===== config.mk =====
export PLATFORM = sky130hd
export DESIGN_NAME = unit3_issue
export DESIGN_NICKNAME = d
export VERILOG_FILES = /design/src/rtl/unit3_issue_pkg.sv /design/src/rtl/issue_fifo.sv /design/src/rtl/unit3_issue.sv
export SDC_FILE = /design/constraint.sdc
export NUM_CORES = 1
export LEC_CHECK = 0
export CORE_ASPECT_RATIO = 0.6
export CORE_MARGIN = 2
export CORE_UTILIZATION = 50
export DETAILED_ROUTE_END_ITERATION = 7
export GPL_ROUTABILITY_DRIVEN = 0
export GPL_TIMING_DRIVEN = 0
export PLACE_DENSITY = 0.75
export SLEW_MARGIN = 25
export SYNTH_ARGS = -nofsm -noshare
export SYNTH_HDL_FRONTEND = slang
export SYNTH_SLANG_ARGS = --single-unit
export TNS_END_PERCENT = 1

===== constraint.sdc =====
create_clock -name clk -period 4.05 [get_ports clk]
set_input_delay 0.81 -clock clk [delete_from_list [all_inputs] [get_ports clk]]
set_output_delay 0.81 -clock clk [all_outputs]
set_load 0.1 [all_outputs]

===== src/rtl/unit3_issue_pkg.sv =====
// Purpose : shared types and constants for the unit-3 issue stage.
// Latency : n/a (types and pure functions only).
// Backpressure: n/a.
package unit3_issue_pkg;

    typedef enum logic [1:0] {
        CLS_NOP = 2'd0,
        CLS_ALU = 2'd1,
        CLS_FPU = 2'd2
    } cls_e;

    typedef struct packed {
        logic [5:0]  ope;
        logic [3:0]  ctrl;
        logic [5:0]  ds;
        logic [5:0]  dt;
        logic [5:0]  dd;
        logic [15:0] imm;
    } entry_t;

    localparam int         ENTRY_W      = $bits(entry_t);
    // Low opcode bits that mark a real ALU operation.
    localparam logic [1:0] OPE_ALU_MASK = 2'b00;
    localparam int         BUSY_ALU     = 0;
    localparam int         BUSY_FPU     = 1;

    // Any non-zero FPU control wins over the opcode.
    function automatic cls_e classify(input entry_t e);
        if (e.ctrl != 4'd0) begin
            return CLS_FPU;
        end
        if (e.ope != 6'd0 && e.ope[1:0] == OPE_ALU_MASK) begin
            return CLS_ALU;
        end
        return CLS_NOP;
    endfunction

    // FPU ops always read t; ALU ops only when opcode bit 2 is set.
    function automatic logic uses_dt(input entry_t e, input cls_e c);
        return (c == CLS_FPU) || (c == CLS_ALU && e.ope[2]);
    endfunction

endpackage


===== src/rtl/issue_fifo.sv =====
// Purpose : generic synchronous FIFO with head peek (instruction queue).
// Latency : pushed word visible at head the cycle after the push edge.
// Backpressure: full_o blocks push; push and pop together are fine when not full.
// Ports   : push_i/push_dat_i write side, pop_i/head_dat_o read side, full_o/empty_o status.
module issue_fifo #(
    parameter int WIDTH = 8,
    parameter int DEPTH = 4
) (
    input  logic             clk,
    input  logic             rstn,
    input  logic             push_i,
    input  logic [WIDTH-1:0] push_dat_i,
    input  logic             pop_i,
    output logic             full_o,
    output logic             empty_o,
    output logic [WIDTH-1:0] head_dat_o
);
    localparam int AW = $clog2(DEPTH);

    logic [WIDTH-1:0] mem_q [DEPTH];
    logic [AW-1:0]    wr_ptr_q;
    logic [AW-1:0]    rd_ptr_q;
    logic [AW:0]      cnt_q;
    logic             push_ok;
    logic             pop_ok;

    assign full_o     = (cnt_q == (AW+1)'(DEPTH));
    assign empty_o    = (cnt_q == '0);
    assign head_dat_o = mem_q[rd_ptr_q];
    assign push_ok    = push_i && !full_o;
    assign pop_ok     = pop_i && !empty_o;

    // Storage needs no reset: empty_o masks stale words.
    always_ff @(posedge clk) begin
        if (push_ok) begin
            mem_q[wr_ptr_q] <= push_dat_i;
        end
    end

    // Pointers wrap naturally because DEPTH is a power of two.
    always_ff @(posedge clk or negedge rstn) begin
        if (!rstn) begin
            wr_ptr_q <= '0;
            rd_ptr_q <= '0;
            cnt_q    <= '0;
        end else begin
            if (push_ok) begin
                wr_ptr_q <= wr_ptr_q + AW'(1);
            end
            if (pop_ok) begin
                rd_ptr_q <= rd_ptr_q + AW'(1);
            end
            if (push_ok && !pop_ok) begin
                cnt_q <= cnt_q + (AW+1)'(1);
            end else if (!push_ok && pop_ok) begin
                cnt_q <= cnt_q - (AW+1)'(1);
            end
        end
    end

endmodule


===== src/rtl/unit3_issue.sv =====
// Purpose : in-order issue of ALU/FPU ops to unit 3 with scoreboard hazard checks.
// Latency : accepted at E0, earliest issue pulse on the operand bus after E1, one cycle wide.
// Backpressure: in_ready = queue not full; a stalled head blocks every younger entry.
// Ports   : in_* decoded instruction in (valid/ready); rf_* same-cycle register read;
//           is_busy unit stall bits; wb_* writeback ids; ope/ctrl/ds_val/dt_val/dd/imm issue bus.
module unit3_issue
    import unit3_issue_pkg::*;
#(
    parameter int DEPTH = 4,
    parameter int NREG  = 64
) (
    input  logic        clk,
    input  logic        rstn,
    input  logic        in_valid,
    output logic        in_ready,
    input  logic [5:0]  in_ope,
    input  logic [3:0]  in_ctrl,
    input  logic [5:0]  in_ds,
    input  logic [5:0]  in_dt,
    input  logic [5:0]  in_dd,
    input  logic [15:0] in_imm,
    output logic [5:0]  rf_ds_addr,
    output logic [5:0]  rf_dt_addr,
    input  logic [31:0] rf_ds_val,
    input  logic [31:0] rf_dt_val,
    input  logic [6:0]  is_busy,
    input  logic [5:0]  wb_alu_addr,
    input  logic [5:0]  wb_fpu_addr,
    output logic [5:0]  ope,
    output logic [3:0]  ctrl,
    output logic [31:0] ds_val,
    output logic [31:0] dt_val,
    output logic [5:0]  dd,
    output logic [15:0] imm
);
    entry_t             in_ent;
    entry_t             head;
    logic [ENTRY_W-1:0] head_dat;
    logic               fifo_full;
    logic               fifo_empty;
    logic               head_vld;
    cls_e               head_cls;
    logic               hazard;
    logic               do_issue;
    logic               do_pop;
    logic [NREG-1:0]    pending_q, pending_d;
    logic [5:0]         ope_q, ope_d;
    logic [3:0]         ctrl_q, ctrl_d;
    logic [31:0]        ds_val_q, ds_val_d;
    logic [31:0]        dt_val_q, dt_val_d;
    logic [5:0]         dd_q, dd_d;
    logic [15:0]        imm_q, imm_d;
    logic               unused_busy;

    assign unused_busy = ^is_busy[6:2];

    assign in_ent = '{ope: in_ope, ctrl: in_ctrl, ds: in_ds, dt: in_dt, dd: in_dd, imm: in_imm};
    assign in_ready = !fifo_full;

    issue_fifo #(
        .WIDTH (ENTRY_W),
        .DEPTH (DEPTH)
    ) u_fifo (
        .clk        (clk),
        .rstn       (rstn),
        .push_i     (in_valid),
        .push_dat_i (in_ent),
        .pop_i      (do_pop),
        .full_o     (fifo_full),
        .empty_o    (fifo_empty),
        .head_dat_o (head_dat)
    );

    assign head     = entry_t'(head_dat);
    assign head_vld = !fifo_empty;

    // Address 0 while empty so the register file sees a quiet bus.
    assign rf_ds_addr = head_vld ? head.ds : 6'd0;
    assign rf_dt_addr = head_vld ? head.dt : 6'd0;

    always_comb begin
        head_cls = classify(head);
        hazard   = pending_q[head.ds]
                || (uses_dt(head, head_cls) && pending_q[head.dt])
                || (head.dd != 6'd0 && pending_q[head.dd])
                || (head_cls == CLS_ALU && is_busy[BUSY_ALU])
                || (head_cls == CLS_FPU && is_busy[BUSY_FPU]);
        do_issue = head_vld && (head_cls != CLS_NOP) && !hazard;
        // NOP heads drain without touching the bus or the scoreboard.
        do_pop   = head_vld && ((head_cls == CLS_NOP) || !hazard);
    end

    // Clear before set: a set id is never pending, so order only matters
    // for a stray writeback naming an idle id.
    always_comb begin
        pending_d = pending_q;
        if (wb_alu_addr != 6'd0) begin
            pending_d[wb_alu_addr] = 1'b0;
        end
        if (wb_fpu_addr != 6'd0) begin
            pending_d[wb_fpu_addr] = 1'b0;
        end
        if (do_issue && head.dd != 6'd0) begin
            pending_d[head.dd] = 1'b1;
        end
    end

    always_comb begin
        ope_d    = 6'd0;
        ctrl_d   = 4'd0;
        ds_val_d = 32'd0;
        dt_val_d = 32'd0;
        dd_d     = 6'd0;
        imm_d    = 16'd0;
        if (do_issue) begin
            ope_d    = head.ope;
            ctrl_d   = head.ctrl;
            ds_val_d = rf_ds_val;
            dt_val_d = rf_dt_val;
            dd_d     = head.dd;
            imm_d    = head.imm;
        end
    end

    always_ff @(posedge clk or negedge rstn) begin
        if (!rstn) begin
            pending_q <= '0;
            ope_q     <= '0;
            ctrl_q    <= '0;
            ds_val_q  <= '0;
            dt_val_q  <= '0;
            dd_q      <= '0;
            imm_q     <= '0;
        end else begin
            pending_q <= pending_d;
            ope_q     <= ope_d;
            ctrl_q    <= ctrl_d;
            ds_val_q  <= ds_val_d;
            dt_val_q  <= dt_val_d;
            dd_q      <= dd_d;
            imm_q     <= imm_d;
        end
    end

    assign ope    = ope_q;
    assign ctrl   = ctrl_q;
    assign ds_val = ds_val_q;
    assign dt_val = dt_val_q;
    assign dd     = dd_q;
    assign imm    = imm_q;

endmodule


# After elaboration in Yosys (flattened, before gate mapping)
# Memories as Yosys holds them, arrays and structs flattened.
# Index checks and enable logic that the tools add are counted.
[totals] ff_bits=167 mem_bits_rw=176 output_inout_bits=109 elab_cells=103 memories=1
[op_classes] addsub=4 magnitude_cmp=8 n_eq_ne=3 muxes=34 bitwise=5 n_reduce_logical=38
[memory_table] name="u_fifo.mem_q" words=4 word_bits=44 rd=1 rd_ports_with_merged_regs=0 write_ports=1 line_no="issue_fifo.sv:20" source="logic [WIDTH-1:0] mem_q [DEPTH];"
[ops] cell="64-bit 2-to-1 mux" count=3
[ops] cell="64-bit AND" count=2
[ops] cell="64-bit NOT" count=2
[ops] cell="32-bit 2-to-1 mux" count=2
[ops] cell="64-bit bitwise OR" count=1
[ops] cell="6-bit by 7-bit less-than comparator with 1-bit output, second input constant" count=5
[ops] cell="6-bit 2-to-1 mux" count=4
[ops] cell="6-bit nonzero test" count=4
[ops] cell="1-bit binary-select mux with 6-bit select" count=3
[ops] cell="1-bit demux with 6-bit select" count=3
[ops] cell="6-bit by 1-bit >= comparator with 1-bit output, second input constant" count=3
[ops] cell="1-bit logical AND" count=17
[ops] cell="16-bit 2-to-1 mux" count=1
[ops] cell="1-bit 2-to-1 mux" count=11
[ops] cell="2-bit 2-to-1 mux" count=4
[ops] cell="1-bit logical OR" count=6
[ops] cell="3-bit 2-to-1 mux" count=2
[ops] cell="1-bit zero test" count=5
[ops] cell="2-bit by 1-bit adder with 2-bit output, second input constant" count=2
[ops] cell="2-bit zero test" count=2
[ops] cell="4-bit 2-to-1 mux" count=1
[ops] cell="2-bit nonzero test" count=2
[ops] cell="4-bit nonzero test" count=1
[ops] cell="3-bit by 1-bit adder with 3-bit output, second input constant" count=1
[ops] cell="other kinds (5)" count=5

# Longest topological paths before layout
# Gate-level depths: netlist (run 1).
# An unclocked memory read counts as a cell.
[depth] ltp_word=22 ltp_mapped=19 ltp_nobuf=15

# Cells and area by module
# A second synthesis (run 1) with hierarchy kept.
[unflattened] hier_cells=1140 area_unflattened_um2=15461.1
[by_module_without_submodules] module="unit3_issue" instances=1 cells_per_inst=874 area_per_inst_um2=8627.0 seq_area_each_um2=4003.8
[by_module_without_submodules] module="issue_fifo" instances=1 cells_per_inst=266 area_per_inst_um2=6834.1 seq_area_each_um2=5460.2

# Worst setup path after synthesis (run 1)
# Ideal clock, no wire load.
[synth_timing] kind="reg-to-output" from="reg u_fifo.rd_ptr_q[1]" to="out rf_dt_addr[1]" t_arrival_ns=2.908 slack_ns=0.332 path_stages_with_launch=7 path_buffers=4 cell_sequence="dfrtp_1 -> buf_2 -> buf_2 -> mux4_2 -> buf_2 -> buf_2 -> nor2b_1"
[synth_between] elab_chain_len=2
[synth_lines] element="start: declaration" line_no="issue_fifo.sv:22" source="logic [AW-1:0] rd_ptr_q;"
[synth_lines] element="start signal: assignment" line_no="issue_fifo.sv:51" source="rd_ptr_q <= rd_ptr_q + AW'(1);"
[synth_lines] element="memory read 4 x 44 bit"
[synth_lines] element="6-bit 2-to-1 mux" line_no="unit3_issue.sv:79" source="assign rf_dt_addr = head_vld ? head.dt : 6'd0;"
[synth_lines] element="end: declaration" line_no="unit3_issue.sv:23" source="output logic [5:0] rf_dt_addr,"
# Every way passes these cells.

# Worst setup path in the final report (run 1)
[layout_timing] from="reg u_fifo.rd_ptr_q[0]" to="reg u_fifo.cnt_q[2]"
[layout_between] elab_chain_len=22 elab_cells_between_ends=40 cone_classes="eq/ne: 2; mux: 13; reduce/logical: 24; memory: 1"
[layout_lines] element="memory read 4 x 44 bit (*)"
[layout_lines] element="6-bit nonzero test or 2-bit zero test (tied branches)" line_no="unit3_issue_pkg.sv:32" source="if (e.ope != 6'd0 && e.ope[1:0] == OPE_ALU_MASK) begin"
[layout_lines] element="1-bit logical AND" line_no="unit3_issue_pkg.sv:32"
[layout_lines] element="1-bit 2-to-1 mux (2 in a row)" line_no="unit3_issue_pkg.sv:32"
[layout_lines] element="2-bit 2-to-1 mux" line_no="unit3_issue_pkg.sv:35" source="return CLS_NOP;"
[layout_lines] element="2-bit 2-to-1 mux" line_no="unit3_issue_pkg.sv:32"
[layout_lines] element="2-bit by 1-bit == test with 1-bit output" line_no="unit3_issue_pkg.sv:40, unit3_issue.sv:86"
[layout_lines] element="1-bit logical AND" line_no="unit3_issue_pkg.sv:40" source="return (c == CLS_FPU) || (c == CLS_ALU && e.ope[2]);"
[layout_lines] element="[5 not listed]"
[layout_lines] element="1-bit logical OR" line_no="unit3_issue.sv:87" source="|| (head_cls == CLS_FPU && is_busy[BUSY_FPU]);"
[layout_lines] element="1-bit zero test" line_no="unit3_issue.sv:90" source="do_pop = head_vld && ((head_cls == CLS_NOP) || !hazard);"
[layout_lines] element="1-bit logical OR (*)" line_no="unit3_issue.sv:90"
[layout_lines] element="1-bit logical AND (*)" line_no="unit3_issue.sv:90"
[layout_lines] element="1-bit logical AND (*)" line_no="issue_fifo.sv:31" source="assign pop_ok = pop_i && !empty_o;"
[layout_lines] element="1-bit zero test" line_no="issue_fifo.sv:53" source="if (push_ok && !pop_ok) begin"
[layout_lines] element="1-bit logical AND" line_no="issue_fifo.sv:53"
[layout_lines] element="3-bit 2-to-1 mux or 2-bit nonzero test (tied branches)"
[layout_lines] element="end signal: assignment" line_no="issue_fifo.sv:54" source="cnt_q <= cnt_q + (AW+1)'(1);"
[layout_lines] element="end signal: assignment" line_no="issue_fifo.sv:56" source="cnt_q <= cnt_q - (AW+1)'(1);"
[layout_lines] element="end: declaration" line_no="issue_fifo.sv:23" source="logic [AW:0] cnt_q;"
# Every way passes the cells marked *; elsewhere a longest branch is shown, timed or not. The select of a mux whose other input is x is not followed.
# A chain may end at the register's enable or synchronous reset.

==> run summary, run 1 <==
CTS tree = built
routed vias/inst = 6.21
Gate power share = 53.0%
Max clock buf depth = 3
Worst R2R Path Depth = 17
fin crit period = 4.27 ns
status = finished with violations
first-pass GRT wire length = 67.7 mm
critical path data required time = 4.54 ns
Final Slew Violations = 0
clock sink count = 343
top post-synthesis cells by area = edfxtp_1 34%, dfrtp_1 27%, mux4_2 8.0%, mux2i_1 5.0%, and2_1 3.9%
Detail Route Antenna Nets = 0
RSZ-0062 raised after global routing = yes
Area Overhead vs Synth = 27.9%
share of cells above drive strength 1 = 17.1%
Final Util = 65.3%
Initial Utilization = 51.1%
Worst Hold Class = in2async
most frequent cells in the layout = 209 x clkdlybuf4s50_1, 176 x edfxtp_1, 165 x dfrtp_1, 99 x nand2_1, 96 x and2_1
Max-slew headroom = 28.3%
fraction of power consumed by sequential logic = 30.2%
Seq cells post-synth = 343
post-synth top area share = 34.3%
crit-path max FO = 5
Internal = 9.18 mW
fmax = 0.234 GHz
critical-path cell list = buf_12 > mux4_2 > buf_4 > nand2b_1 > o21a_1 > or3b_1 > a21oi_1 > o311ai_1 > nand4_1 > nor2b_4 > o21bai_4 > ha_2 > inv_1 > fa_2 > xor2_1 > nor2_1 > xor2_1
Final Setup Violations = 41
final hold violations = 0
CP arrival = 4.76 ns
number of global-route vias before repair = 10700
clock latency on the worst-skew pair = 0.58 ns
port bufs = 221
max cap viols = 0
leak pwr = 7.54 nW
most frequent CP cell = xor2_1
Sw Share = 45.9%
critical path's slowest cell = mux4_2
# hold bufs at CTS = 0
type of the worst setup path = reg2reg
DRT iter0 DRCs = 1709
Routed wire per std cell = 25.4 µm
Worst VDD drop = 0.000752 V
Die Height = 140 µm
Final Cycle Share = 105%
Core Region = 0.0302 mm²
largest net degree at the start of global routing = 92
Post-Layout Cell Count = 1821
fraction of registers with async set/reset = 48.7%
Pwr per Cell Area = 861 mW/mm²
most used flip-flop cell after synthesis = edfxtp_1
Setup crit end kind = flip-flop
H-tree depth = 1
largest area contributor in the netlist = edfxtp_1
DRT Wirelength = 46.2 mm
Root Buffer = clkbuf_16
num rows = 49
Clock Skew = 0.0142 ns
CP startpoint kind = flip-flop
Yosys cell types = 66
via count = 11300
residual DRC count = 0
io pins = 239
gr usage total = 28.0%
failing checks = setup timing
drt pass-1 iters = 7
P_sw = 7.80 mW
CTS buffer count = 31
clk slew on worst S/H paths = 0.07 ns
commonest non-fill, non-tap cell in the layout = clkdlybuf4s50_1
grt total ovfl = 0
Seq/Total Area, Yosys = 61.4%
Synth warnings = 0
Worst path max stage delay = 0.56 ns
HPWL after DPL = 33.2 mm
syn_nets = 1257
die width = 231 µm
Post-Syn Area = 0.0154 mm²
EDFF count, synth = 176
initial antenna violation count = 7
Syn Area/Cell = 13.7 µm²
fin nets = 1522
dpl cells = 1753
Worst Max-Slew Pin Slew = 1.08 ns
Die ar. = 0.0323 mm²
clock share of power = 16.8%
final worst slack = -0.217 ns
Synth Instances = 1121
## synth_stat cells, drive strengths merged, types with 4 or more instances
| cell type | number |
|---|---|
| mux2 | 10 |
| inv | 6 |
| and3b | 5 |
| nor4 | 5 |
| nor2 | 35 |
| and3 | 9 |
| a22oi | 63 |
| a21oi | 10 |
| nor3b | 15 |
| o21a | 5 |
| nor2b | 22 |
| nand2 | 100 |
| clkbuf | 43 |
| dfrtp | 167 |
| mux2i | 77 |
| buf | 39 |
| o22ai | 7 |
| ha | 5 |
| and2 | 97 |
| nand3 | 8 |
| nor3 | 11 |
| edfxtp | 176 |
| o211ai | 5 |
| a31oi | 4 |
| o31ai | 66 |
| mux4 | 55 |
| o21ai | 13 |
| nand2b | 12 |
| a221oi | 5 |
## sequential cells by signal (all words and copies together), names as in the netlist
name	flops
u_fifo.mem_q	176
pending_q	64
ds_val	32
dt_val	32
imm	16
dd	6
ope	6
ctrl	4
u_fifo.cnt_q	3
u_fifo.rd_ptr_q	2
u_fifo.wr_ptr_q	2
## critical path: cells and delay by family, from the launching register on
| family | cells | cell delay (ns) |
|---|---|---|
| AOI/OAI and AO/OA | 4 | 0.79 |
| xor gates and xnor gates | 2 | 0.34 |
| adders and majority gates | 2 | 0.54 |
| buffers and inverters | 3 | 0.42 |
| DFF | 1 | 0.44 |
| muxes | 1 | 0.56 |
| and+or+nand+nor | 5 | 1.09 |
## power groups by stage
stage / clock [mW] / combinational (mW) / sequential (mW)
6_report: 2.85 / 9.00 / 5.13
5_1_grt: 3.03 / 9.41 / 5.17
4_1_cts: 2.89 / 8.32 / 5.08
3_5_place_dp: 0 / 8.18 / 5.14
3_3_place_gp: 0 / 7.98 / 5.13
2_1_floorplan: 0 / 4.69 / 6.09
## metal layers
| metal | global-route usage [%] | vias up | wire length [µm] |
|---|---|---|---|
| li1 | - | 4789 | - |
| met1 | 42.2 | 5642 | 19300 |
| met2 | 38.8 | 789 | 19300 |
| met3 | 11.0 | 87 | 6600 |
| met4 | 5.09 | 6 | 892 |
| met5 | 0 | - | 77 |
## metrics by stage
| stage | setup WS [ns] | area, µm² | TNS, ns | hold WS [ns] | total power [mW] |
|---|---|---|---|---|---|
| final | -0.217 | 19700 | -1.01 | 0.208 | 17.0 |
| after global routing | -0.220 | 19700 | -3.18 | 0.248 | 17.6 |
| after CTS | -0.243 | 19300 | -0.319 | 0.229 | 16.3 |
| after detailed placement | -0.974 | 18300 | -47.93 | 0.501 | 13.3 |
| after global placement | -4.83 | 18100 | -930.43 | 0.486 | 13.1 |
| after floorplan | 0.332 | 15400 | 0 | 0.445 | 10.8 |
## layout make-up
cell class / instances / area [µm²]
tap: 408 / 510
timing repair buffer: 234 / 2360
sequential: 343 / 9470
fill: 2253 / 10500
clock inverter: 20 / 158
clock buffer: 37 / 808
buffer: 80 / 510
antenna: 3 / 7.51
inverter: 6 / 26.3
multi-input combinational: 690 / 5860
## cells by family after synthesis
family	count (synthesis)	share of synthesized area, %
AND/OR/NAND/NOR	341	12.0
AO/OA/AOI/OAI	197	9.31
adder cells (fa/ha/maj)	6	0.536
XOR/XNOR	4	0.227
flip-flops	343	61.4
multiplexers	142	13.8
buffers and inverters	88	2.72
## what timing repair did
action | 4_1_cts | 5_1_grt
pin swaps | 1 | 9
gates resized for setup | 54 | 90
cloned | 0 | 1
setup buffers | 2 | 7
setup endpoints to repair | 174 | 164
## path summary, 6_finish.rpt
check                                   start               to  slack, ns
max in group asynchronous                rstn       ds_val[30]       2.91
min in group clk                 pending_q[0]     pending_q[0]       0.52
min                                      rstn    pending_q[49]       0.21
min reg2reg                      pending_q[0]     pending_q[0]       0.52
max                        u_fifo.rd_ptr_q[0]  u_fifo.cnt_q[2]      -0.22
max reg2reg                u_fifo.rd_ptr_q[0]  u_fifo.cnt_q[2]      -0.22
Note: power is estimated with default switching activity, not from simulation.
==> inputs of run 2 (changes only) <==
--- a/config.mk
+++ b/config.mk
@@ -5,13 +5,14 @@
 export SDC_FILE = /design/constraint.sdc
 export NUM_CORES = 1
 export LEC_CHECK = 0
+export CELL_PAD_IN_SITES_DETAIL_PLACEMENT = 1
+export CELL_PAD_IN_SITES_GLOBAL_PLACEMENT = 2
 export CORE_ASPECT_RATIO = 0.6
-export CORE_MARGIN = 2
-export CORE_UTILIZATION = 50
+export CORE_UTILIZATION = 37
 export DETAILED_ROUTE_END_ITERATION = 7
 export GPL_ROUTABILITY_DRIVEN = 0
 export GPL_TIMING_DRIVEN = 0
-export PLACE_DENSITY = 0.75
+export PLACE_DENSITY_LB_ADDON = 0.1
 export SLEW_MARGIN = 25
 export SYNTH_ARGS = -nofsm -noshare
 export SYNTH_HDL_FRONTEND = slang
==> run 2 against run 1 <==
Effect of this change: the run still ends with setup timing left; flip-flop and latch count stayed put; sequential share of layout area down 1.1 points; clock-buffer cell count up 6; utilization fell by 16 points; worst setup slack improved by 0.013 ns; via count shrank 2.6%; critical path depth down 3; non-clock buffer count grew 7; critical path type unchanged; critical endpoint is now u_fifo.cnt_q[1]; largest cell class unchanged; highest routed layer is now met4.
==> run summary, run 2 (synthesized netlist as in run 1, its figures left out) <==
Die Height = 160 µm
crit-path max FO = 7
Worst Hold Class = in2async
critical path depth = 14
most frequent cells in the layout = 209 x clkdlybuf4s50_1, 176 x edfxtp_1, 166 x dfrtp_1, 99 x nand2_1, 96 x and2_1
Biggest register = u_fifo.mem_q
HPWL after DPL = 39.1 mm
initial antenna violation count = 0
GRT met1 Usage = 40.2%
Core Region = 0.0407 mm²
fin nets = 1532
Setup crit end kind = flip-flop
Worst path max stage delay = 0.64 ns
GR peak layer = met1
clk slew on worst S/H paths = 0.06 ns
R2R setup slack = -0.20 ns
Initial Utilization = 37.8%
WHS = 0.125 ns
R2R Path Start = u_fifo.rd_ptr_q[0]
via count = 11000
Worst VDD drop = 0.00117 V
CTS buffer count = 34
Fin Setup TNS = -6.02 ns
first-pass GRT wire length = 76.7 mm
Largest register FFs = 176
Pwr per Cell Area = 877 mW/mm²
Max-slew headroom = 24.9%
failing checks = setup timing
routed vias/inst = 5.56
DRT Wirelength = 52.7 mm
Final Util = 49.5%
drt pass-1 iters = 6
leak pwr = 7.68 nW
Root Buffer = clkbuf_16
Worst Max-Slew Pin Slew = 1.12 ns
num rows = 57
met3 usage = 6.94%
Final Cycle Share = 105%
fin crit period = 4.25 ns
io pins = 239
gr usage total = 24.7%
critical-path cell list = buf_12 > mux4_2 > nand2b_2 > o21ai_0 > a32oi_1 > o221a_2 > a211o_1 > nand4_1 > nor2b_4 > o21bai_1 > ha_2 > inv_1 > fa_2 > mux2_2
largest net degree at the start of global routing = 84
final worst slack = -0.204 ns
Final Setup Violations = 61
clock sink count = 343
CTS tree = built
commonest non-fill, non-tap cell in the layout = clkdlybuf4s50_1
clock latency on the worst-skew pair = 0.56 ns
biggest regs = u_fifo.mem_q x176, pending_q x64
port bufs = 221
CP arrival = 4.69 ns
r2r endpoint = u_fifo.cnt_q[1]
final hold violations = 0
GRT met2 Usage = 32.1%
critical path's slowest cell = mux4_2
type of the worst setup path = reg2reg
Routed wire per std cell = 26.6 µm
ant diodes = 0
Clock Skew = 0.0278 ns
Design Power = 17.7 mW
max cap viols = 0
RSZ-0062 raised after global routing = yes
H-tree depth = 2
Final Slew Violations = 0
CP startpoint kind = flip-flop
Die ar. = 0.0425 mm²
number of global-route vias before repair = 11200
# hold bufs at CTS = 0
residual DRC count = 0
Max clock buf depth = 3
design area = 0.0202 mm²
Area Overhead vs Synth = 30.9%
Detail Route Antenna Nets = 0
area post-placement = 0.0186 mm²
grt total ovfl = 0
share of cells above drive strength 1 = 17.1%
DRT iter0 DRCs = 1209
critical path data required time = 4.48 ns
Worst R2R Path Depth = 14
status = finished with violations
CP delay by family, top = compound AO/OA/AOI/OAI gates
buffers and inverters on the worst path = 2
die width = 265 µm
fmax = 0.235 GHz
run 2: report_power, final:
group,leakage [nW],internal (mW),switching (mW),total [mW]
clock,0.560,1.87,1.44,3.31
sequential,3.88,4.56,0.558,5.12
combinational,3.25,3.15,6.11,9.26
run 2: metal layers:
layer / vias up / routed length [µm]
li1: 4796 / -
met1: 5693 / 26200
met2: 475 / 20600
met3: 50 / 5130
met4: 0 / 756
met5: - / 0
run 2: stage by stage:
step,std cells,worst slack (ns)
after floorplan,1121,0.332
after global placement,1902,-5.43
after detailed placement,1909,-1.14
after CTS,1973,-0.266
after global routing,1982,-0.237
final,1982,-0.204
run 2: how the worst max path moves through the flow:
| stage | end | start |
|---|---|---|
| floorplan | rf_dt_addr[1] | u_fifo.rd_ptr_q[1] |
| global placement | pending_q[8] | rstn |
| detailed placement | u_fifo.cnt_q[2] | u_fifo.rd_ptr_q[1] |
| CTS | rf_ds_addr[0] | u_fifo.rd_ptr_q[0] |
| global route | u_fifo.cnt_q[2] | u_fifo.rd_ptr_q[0] |
| finish | u_fifo.cnt_q[1] | u_fifo.rd_ptr_q[0] |
run 2: worst reg2reg max path: stages (launching register included):
cell and delay (ns):
dfrtp_1 0.38, buf_12 0.16, mux4_2 0.64, nand2b_2 0.33
o21ai_0 0.26, a32oi_1 0.15, o221a_2 0.28, a211o_1 0.32
nand4_1 0.31, nor2b_4 0.23, o21bai_1 0.09, ha_2 0.24
inv_1 0.07, fa_2 0.43, mux2_2 0.27
run 2: layout make-up:
class                           count  area (µm²)
Sequential cell                   343        9470
Buffer                             81         522
Tap cell                          560         701
Clock inverter                     19         243
Clock buffer                       43         905
Timing Repair Buffer              240        2490
Inverter                            6        26.3
Fill cell                        4062       20600
Multi-Input combinational cell    690        5820
run 2: repair_timing:
item / CTS / global route
gates resized for setup: 81 / 51
pin swaps: 2 / 11
setup buffers: 3 / 8
endpoints found under the setup margin: 175 / 161
cloned: 0 / 1
